===== src/rtl/fir_pkg.sv =====
// Shared FIR types and helpers: sample width, sample type and a 16-bit saturator.
package fir_pkg;

    localparam int SAMPLE_W = 16;

    typedef logic signed [SAMPLE_W-1:0] sample_t;

    // Clamp a wide signed value into the signed 16-bit sample range.
    function automatic sample_t sat16(input logic signed [31:0] value);
        sample_t result;
        if (value > 32'sd32767) begin
            result = 16'sh7FFF;
        end else if (value < -32'sd32768) begin
            result = 16'sh8000;
        end else begin
            result = value[SAMPLE_W-1:0];
        end
        return result;
    endfunction

endpackage


===== src/rtl/fir_dec_fifo.sv =====
// Small synchronous FIFO for decimated samples with a registered head output.
// A push into a full FIFO is still accepted when a pop happens on the same edge.
module fir_dec_fifo
    import fir_pkg::*;
#(
    parameter int DEPTH = 4
) (
    input  logic                     system1000,
    input  logic                     system1000_rstn,
    input  logic                     push,
    input  logic                     pop,
    input  sample_t                  din,
    output sample_t                  head,
    output logic                     full,
    output logic                     empty,
    output logic [$clog2(DEPTH):0]   level
);

    localparam int PTR_W = $clog2(DEPTH);

    sample_t            mem [DEPTH];
    logic [PTR_W-1:0]   rd_ptr;
    logic [PTR_W-1:0]   wr_ptr;
    logic [PTR_W:0]     count;
    logic               pop_ok;
    logic               push_ok;

    assign full    = (count == (PTR_W+1)'(DEPTH));
    assign empty   = (count == '0);
    assign level   = count;
    assign pop_ok  = pop && !empty;
    assign push_ok = push && (!full || pop_ok);

    // Storage array; contents only matter between the pointers, so it needs no reset.
    always_ff @(posedge system1000) begin
        if (push_ok) begin
            mem[wr_ptr] <= din;
        end
    end

    // Pointers, occupancy and the registered head value.
    always_ff @(posedge system1000) begin
        if (!system1000_rstn) begin
            rd_ptr <= '0;
            wr_ptr <= '0;
            count  <= '0;
            head   <= '0;
        end else begin
            if (pop_ok) begin
                rd_ptr <= rd_ptr + PTR_W'(1);
            end
            if (push_ok) begin
                wr_ptr <= wr_ptr + PTR_W'(1);
            end
            if (push_ok && !pop_ok) begin
                count <= count + (PTR_W+1)'(1);
            end else if (pop_ok && !push_ok) begin
                count <= count - (PTR_W+1)'(1);
            end
            if (pop_ok) begin
                if (count > (PTR_W+1)'(1)) begin
                    head <= mem[rd_ptr + PTR_W'(1)];
                end else if (push_ok) begin
                    head <= din;
                end
            end else if (empty && push_ok) begin
                head <= din;
            end
        end
    end

endmodule


===== src/rtl/fir_decimator.sv =====
// Integrate-and-dump decimator by 2^LOG2_R with round-half-up, feeding an
// output FIFO on a valid/ready interface with a sticky overflow flag.
module fir_decimator
    import fir_pkg::*;
#(
    parameter int LOG2_R     = 2,
    parameter int FIFO_DEPTH = 4
) (
    input  logic                          system1000,
    input  logic                          system1000_rstn,
    input  sample_t                       in_sample,
    input  logic                          in_valid,
    output sample_t                       out_sample,
    output logic                          out_valid,
    input  logic                          out_ready,
    output logic                          overflow,
    input  logic                          ovf_clr,
    output logic [$clog2(FIFO_DEPTH):0]   fifo_level
);

    localparam int ACC_W = SAMPLE_W + LOG2_R;
    localparam int PH_W  = (LOG2_R > 0) ? LOG2_R : 1;
    localparam int R     = 1 << LOG2_R;
    localparam logic signed [31:0] ROUND = 32'((1 << LOG2_R) >> 1);

    logic signed [ACC_W-1:0] acc;
    logic [PH_W-1:0]         phase;
    logic                    dump;
    logic signed [31:0]      sum_wide;
    logic signed [31:0]      rounded;
    sample_t                 result;
    logic                    fifo_full;
    logic                    fifo_empty;
    logic                    pop;
    logic                    drop;

    assign dump     = in_valid && (phase == PH_W'(R - 1));
    assign sum_wide = 32'(acc) + 32'(in_sample);
    assign rounded  = (sum_wide + ROUND) >>> LOG2_R;
    assign result   = sat16(rounded);
    assign out_valid = !fifo_empty;
    assign pop      = out_valid && out_ready;
    assign drop     = dump && fifo_full && !pop;

    // Accumulate accepted samples and restart the frame after each dump.
    always_ff @(posedge system1000) begin
        if (!system1000_rstn) begin
            acc   <= '0;
            phase <= '0;
        end else if (dump) begin
            acc   <= '0;
            phase <= '0;
        end else if (in_valid) begin
            acc   <= acc + ACC_W'(in_sample);
            phase <= phase + PH_W'(1);
        end
    end

    // Sticky overflow; a drop on the same edge as a clear keeps the flag set.
    always_ff @(posedge system1000) begin
        if (!system1000_rstn) begin
            overflow <= 1'b0;
        end else if (drop) begin
            overflow <= 1'b1;
        end else if (ovf_clr) begin
            overflow <= 1'b0;
        end
    end

    fir_dec_fifo #(
        .DEPTH(FIFO_DEPTH)
    ) u_fifo (
        .system1000      (system1000),
        .system1000_rstn (system1000_rstn),
        .push            (dump),
        .pop             (pop),
        .din             (result),
        .head            (out_sample),
        .full            (fifo_full),
        .empty           (fifo_empty),
        .level           (fifo_level)
    );

endmodule

===== config.mk =====
export PLATFORM = sky130hd
export DESIGN_NAME = fir_decimator
export DESIGN_NICKNAME = d
export VERILOG_FILES = /design/src/rtl/fir_pkg.sv /design/src/rtl/fir_dec_fifo.sv /design/src/rtl/fir_decimator.sv
export SDC_FILE = /design/constraint.sdc
export NUM_CORES = 1
export LEC_CHECK = 0
export BUFFER_PORTS_ARGS = -buffer_cell sky130_fd_sc_hd__buf_2
export CAP_MARGIN = 20
export CORE_ASPECT_RATIO = 1.5
export CORE_MARGIN = 10
export CORE_UTILIZATION = 25
export CTS_CLUSTER_DIAMETER = 40
export DETAILED_ROUTE_END_ITERATION = 8
export HOLD_SLACK_MARGIN = 0.05
export SLEW_MARGIN = 40
export SYNTH_ARGS = -nofsm -noshare
export SYNTH_HDL_FRONTEND = slang
export SYNTH_SLANG_ARGS = --single-unit

===== constraint.sdc =====
create_clock -name system1000 -period 4.38 [get_ports system1000]
set_input_delay 0.438 -clock system1000 [delete_from_list [all_inputs] [get_ports system1000]]
set_output_delay 0.438 -clock system1000 [all_outputs]
set_load 0.01 [all_outputs]

Word level (Yosys, flattened, before mapping)
Memories as Yosys holds them, arrays and structs flattened.
Cells that the tools add are included.
- output and inout port bits: 21
- logic and storage cells: 56
- memories: 1
- flip-flop bits (word level): 44
- bits of input ports: 21
- bits in writable memories: 64
- memories (memory ; words ; width ; rd ports ; clocked after Yosys merged registers in ; wr ports ; line ; RTL):
    u_fifo.mem ; 4 ; 16 ; 1 ; 0 ; 1 ; fir_dec_fifo.sv:21 ; sample_t mem [DEPTH];
- order comparisons: 3
- multiplexer cells: 12
- bitwise operators: 1
- add/subtract/negate cells: 8
- equal/unequal tests: 3
- reduce and logical (&&, ||, !) cells: 21
- operators by type and width (operator ; count):
    2-to-1 mux 16 bit ; 6
    adder 19 x 3 -> 20 bit, second input constant ; 1
    adder 18 x 16 -> 19 bit ; 1
    adder 18 x 16 -> 18 bit ; 1
    > comparator 18 x 16 -> 1 bit, second input constant ; 1
    < comparator 18 x 16 -> 1 bit, second input constant ; 1
    logical AND 1 bit ; 9
    adder 2 x 1 -> 2 bit, second input constant ; 3
    2-to-1 mux 3 bit ; 2
    nonzero test 2 bit ; 3
    zero test 1 bit ; 5
    2-to-1 mux 1 bit ; 4
    adder 3 x 1 -> 3 bit, second input constant ; 1
    == test 3 bit, second input constant ; 1
    > comparator 3 x 1 -> 1 bit, second input constant ; 1
    zero test 3 bit ; 1
    inequality test 3 bit, second input constant ; 1
    subtractor 3 x 1 -> 3 bit, second input constant ; 1
    == test 2 bit, second input constant ; 1
    AND reduction 2 bit ; 1
    OR reduction 2 bit ; 1
    logical OR 1 bit ; 1
    inverter 1 bit ; 1

Logic depth before layout (Yosys ltp)
- word-level depth: 10
- mapped depth: 16
- gate-level depth less buffers: 14

Cells and area by module
From an unflattened synthesis, not the netlist that was laid out.
- cell total of the unflattened synthesis: 582
- area, all modules: 6642.6 µm²
- by module, submodules not included (module ; cells each ; instances ; seq. area each (µm²) ; area an instance (µm²)):
    fir_dec_fifo ; 238 ; 1 ; 2382.3 ; 3699.8
    fir_decimator ; 344 ; 1 ; 420.4 ; 2942.8

Worst setup path after synthesis
OpenSTA, ideal clock, no wires.
- path type: input port to flip-flop
- start point: input in_sample[12]
- end point: memory u_fifo.mem[0][14] in the netlist's numbering, data pin
- setup slack: 1.065 ns
- data required time: 4.109 ns
- stages: 13
- library setup time: 0.271 ns
- arrival: 3.044 ns
- path buffers: 3
- cells stage by stage: ha_1 -> fa_1 -> buf_2 -> and4_1 -> buf_2 -> nand3_1 -> nor3_1 -> nor3_1 -> a211oi_2 -> nand3_1 -> a21oi_2 -> buf_2 -> nand2_1
- longest elaborated chain between the ends: 5
- elaborated cells between the ends (all ways): 6
- those cells by class: add/sub (2); order compare (2); mux (2)
- ends and longest elaborated chain (element ; line ; RTL):
    from (decl) ; fir_decimator.sv:11 ; input sample_t in_sample,
    adder 18 x 16 -> 19 bit * ; fir_decimator.sv:38 ; assign sum_wide = 32'(acc) + 32'(in_sample);
    adder 19 x 3 -> 20 bit * ; fir_decimator.sv:39 ; assign rounded = (sum_wide + ROUND) >>> LOG2_R;
    < comparator 18 x 16 -> 1 bit ; fir_pkg.sv:13 ; end else if (value < -32'sd32768) begin
    2-to-1 mux 16 bit ; fir_pkg.sv:13 ;
    2-to-1 mux 16 bit * ; fir_pkg.sv:11 ; if (value > 32'sd32767) begin
    net result[14] ; fir_decimator.sv:31 ; sample_t result;
    to (decl) ; fir_dec_fifo.sv:21 ;
The timed path passes the listed nets; every way through them passes the cells marked *.

Worst setup path after layout
- start point: register acc[12]
- end point: memory u_fifo.mem[1][8] in the netlist's numbering, data pin
- longest elaborated chain between the ends: 5
- elaborated cells between the ends (all ways): 6
- those cells by class: add/sub (2); order compare (2); mux (2)
- ends and longest elaborated chain (element ; line ; RTL):
    from (decl) ; fir_decimator.sv:26 ; logic signed [ACC_W-1:0] acc;
    from (signal assigned) ; fir_decimator.sv:54 ; acc <= acc + ACC_W'(in_sample);
    adder 18 x 16 -> 19 bit * ; fir_decimator.sv:38 ;
    adder 19 x 3 -> 20 bit * ; fir_decimator.sv:39 ;
    < comparator 18 x 16 -> 1 bit ; fir_pkg.sv:13 ;
    2-to-1 mux 16 bit ; fir_pkg.sv:13 ;
    2-to-1 mux 16 bit * ; fir_pkg.sv:11 ;
    net result[8] ; fir_decimator.sv:31 ;
Marks and branches as above.

==> impl_metrics.yaml <==
cts:
  cts_buffer_depth: 2
  clock_latency_ps: 350
  h-tree-depth: 3
  cts_setup_buffers: 0
  cts_made_buffers: 9
  cts_resized: 0
  clockRootBuffer: "clkbuf_16"
  clk_pin_slew_ps: 80
  cts_tree: "done"
  holdBufCountCts: 0
  cts.sinks: 108
final_layout:
  final_layout_size_suffix_gt1_share_pct: 17.51
  num-nets-final: 726
  area_delta_synth_final_pct: 12.75
  n_antenna_cell: 0
  n_fill_cell: 2689
power_and_ir_drop:
  p_int_uw: 2239
  p_comb_share_pct: 39.7
  ir_drop_mv: 0.1610
  p_leak_uw: 0.002970
  swShare_pct: 37.63
  switchingPower_uw: 1351
  pwr-share-seq_pct: 37.8
  power.share.clock_pct: 22.5
  p_per_area_nw_per_um2: 480.5
timing:
  finalCritPeriodShare_pct: 81.99
  skew_ps: 9.300
  period_minus_slack_ps: 3591
  setup-tns-final_ps: 0
  hold_viol: 0
  finalSetupViolations: 0
  maxSlewViolCount: 0
  holdWs_ps: 415.0
  max_slew_margin_pct: 54.23
  grt_setup_unrepaired: "no"
  clock.fmax_mhz: 278.5
  tightest_slew_ps: 686.6
synthesis:
  syn_inst: 618
  synthArstFlopShare_pct: 0
  syn_area_um2: 6625
  synth-seq-cells: 108
  ys_warn_count: 0
  syn-num-nets: 698
  syn_area_per_cell_um2: 10.72
  seq_area_frac_synth_pct: 42.30
  synth_edf_count: 64
  synth_ff_type: "edfxtp_1"
  synth_cell_type_count: 68
detailed_routing:
  post_drt_via_cell_ratio: 4.717
  drc: 0
  dr.first_iter.drc_count: 330
  detail-route-antenna-nets: 0
  drt_pre_antenna_iters: 4
  vias: 4642
  wirelength_um: 15510
  routedWlPerCell_um: 15.77
floorplanning:
  ios: 42
  row_count: 72
  core_area_um2: 25940
  die_h_um: 219.4
  die_area_um2: 33550
  start_util_pct: 25.54
  dieWidth_um: 152.9
critical_path:
  path_common_cell: "nor3_1"
  worstPathCellList: "ha_1, fa_1, and4_1, nand3_1, nor3_1, nor3_1, a211oi_2, a31oi_4, o211ai_1, nand2_1"
  worstRegToRegCells: 10
  path_depth: 10
  slowest_delay_ps: 690
  cp.arrival_ps: 3680
  startpoint_type: "flip-flop"
  slowest_stage: "fa_1"
  critPathCaptureType: "flip-flop"
  path_class: "flip-flop to flip-flop"
  path_buf_inv: 0
  required_ps: 4470
  crit_fanout: 15
  crit_family: "simple AND/OR/NAND/NOR gates"
flow_run:
  maxCapViolations: 0
global_route:
  antenna_found_initial: 0
  grt_pass1_wl_um: 24850
  grt-ovfl-total: 0
  grt_pass1_vias: 4726
  grt_max_degree: 34
  grt.total_usage_pct: 9.161
placement:
  portBuffers: 41
  gp_congestion: 0.8442
  dp_hpwl_um: 11530
worst_hold_path:
  hold_depth: 3
  holdCritPathClass: "input port to flip-flop"
status:
  status: "finished, final reports clean"
synthesized netlist by cell type, types with 4 or more instances:
library cell  count  area [um^2]
a21o_1           10        75.07
a21oi_1          33        165.2
a31oi_1          10        62.56
and2_1           13        81.33
and3_1            4        25.02
buf_2             6        30.03
clkbuf_1         18        67.56
dfxtp_1          44        880.8
edfxtp_1         64         1922
fa_1             13        260.3
ha_1             46        575.6
inv_1            38        142.6
mux2i_1          17        170.2
mux4_2           16        360.4
nand2_1          54        202.7
nand2b_1          6        37.54
nand3_1           8        40.04
nor2_1           47        176.4
nor2b_1           7        43.79
nor3_1            9        45.04
nor3b_1           7        52.55
o211ai_1         18        135.1
o21ai_0          15        75.07
o21ai_1           5        25.02
o21ai_2           8        70.07
o21bai_1          6        45.04
or3_1             5        31.28
xnor2_1          20        175.2
xor2_1           11        96.34
metrics by stage:
step	area, um^2	total power [uW]	setup slack [ps]	std cells	util (%)
after floorplan	6625	2430	1065	618	-
after global placement	7161	2794	592.8	968	27.60
after detailed placement	7167	2811	574.6	968	27.62
after CTS	7467	3636	812.2	984	28.78
after global routing	7470	3846	524.0	984	28.79
final	7470	3590	789.0	984	28.79
routing by layer:
metal  GRT usage [%]  vias up  wire, um
met4           3.027        0       179
met5               0        -         0
li1                -     2293         -
met2           16.68       71      8233
met1           10.62     2268      6717
met3           1.546       10       384
cells in the final DEF, fill, tap and decap left out, drive strengths merged, types with 16 or more instances in the layout:
| cell type | netlist | final |
|---|---|---|
| ha | 46 | 46 |
| a21oi | 35 | 35 |
| o211ai | 18 | 18 |
| nand2 | 54 | 54 |
| buf | 13 | 48 |
| edfxtp | 64 | 64 |
| mux2i | 17 | 17 |
| mux4 | 16 | 16 |
| dfxtp | 44 | 44 |
| o21ai | 28 | 28 |
| xnor2 | 20 | 20 |
| inv | 38 | 42 |
| nor2 | 47 | 47 |
tightest hold or removal path: cells and delay by family:
| family | cells | cell delay (ps) |
|---|---|---|
| AO/OA/AOI/OAI | 1 | 60 |
| buffers and inverters | 1 | 70 |
| AND/OR/NAND/NOR | 1 | 150 |
cell type report:
type	count	area [um^2]	share of cell area (%)
Timing Repair Buffer	48	257.7	3.451
Clock inverter	7	75.07	1.005
Clock buffer	9	225.2	3.015
Multi-Input combinational cell	441	3548	47.50
Inverter	38	142.6	1.910
Sequential cell	108	2804	37.54
Tap cell	333	416.7	5.578
cell families (layout without fill, tap and decap cells):
logic type	Yosys count	in the layout	share of synthesized area [%]
and+or+nand+nor	170	170	12.28
AOI/OAI and AO/OA	143	143	15.41
DFF	108	108	42.30
buffers and inverters	69	102	4.362
adders and majority gates	60	60	12.79
muxes	36	36	8.517
xor gates and xnor gates	32	32	4.344
registers in the layout (all words and copies together), names as in the netlist:
signal	cells
acc	18
overflow	1
phase	2
u_fifo.head	16
u_fifo.level	3
u_fifo.mem	64
u_fifo.rd_ptr	2
u_fifo.wr_ptr	2
power by group through the flow:
stage               logic [uW]  clock network (uW)  registers, uW
finish                    1420                 809           1360
global route              1590                 879           1370
CTS                       1440                 839           1360
detailed placement        1430                   0           1380
global placement          1410                   0           1380
floorplan                 1070                   0           1360
worst paths after layout:
check / startpoint / to / slack, ps
max: acc[12] / u_fifo.mem[1][8] / 790
max reg2reg: acc[12] / u_fifo.mem[1][8] / 790
min reg2reg: phase[1] / phase[1] / 510
min: ovf_clr / overflow / 420
Note: power is estimated with default switching activity, not from simulation.
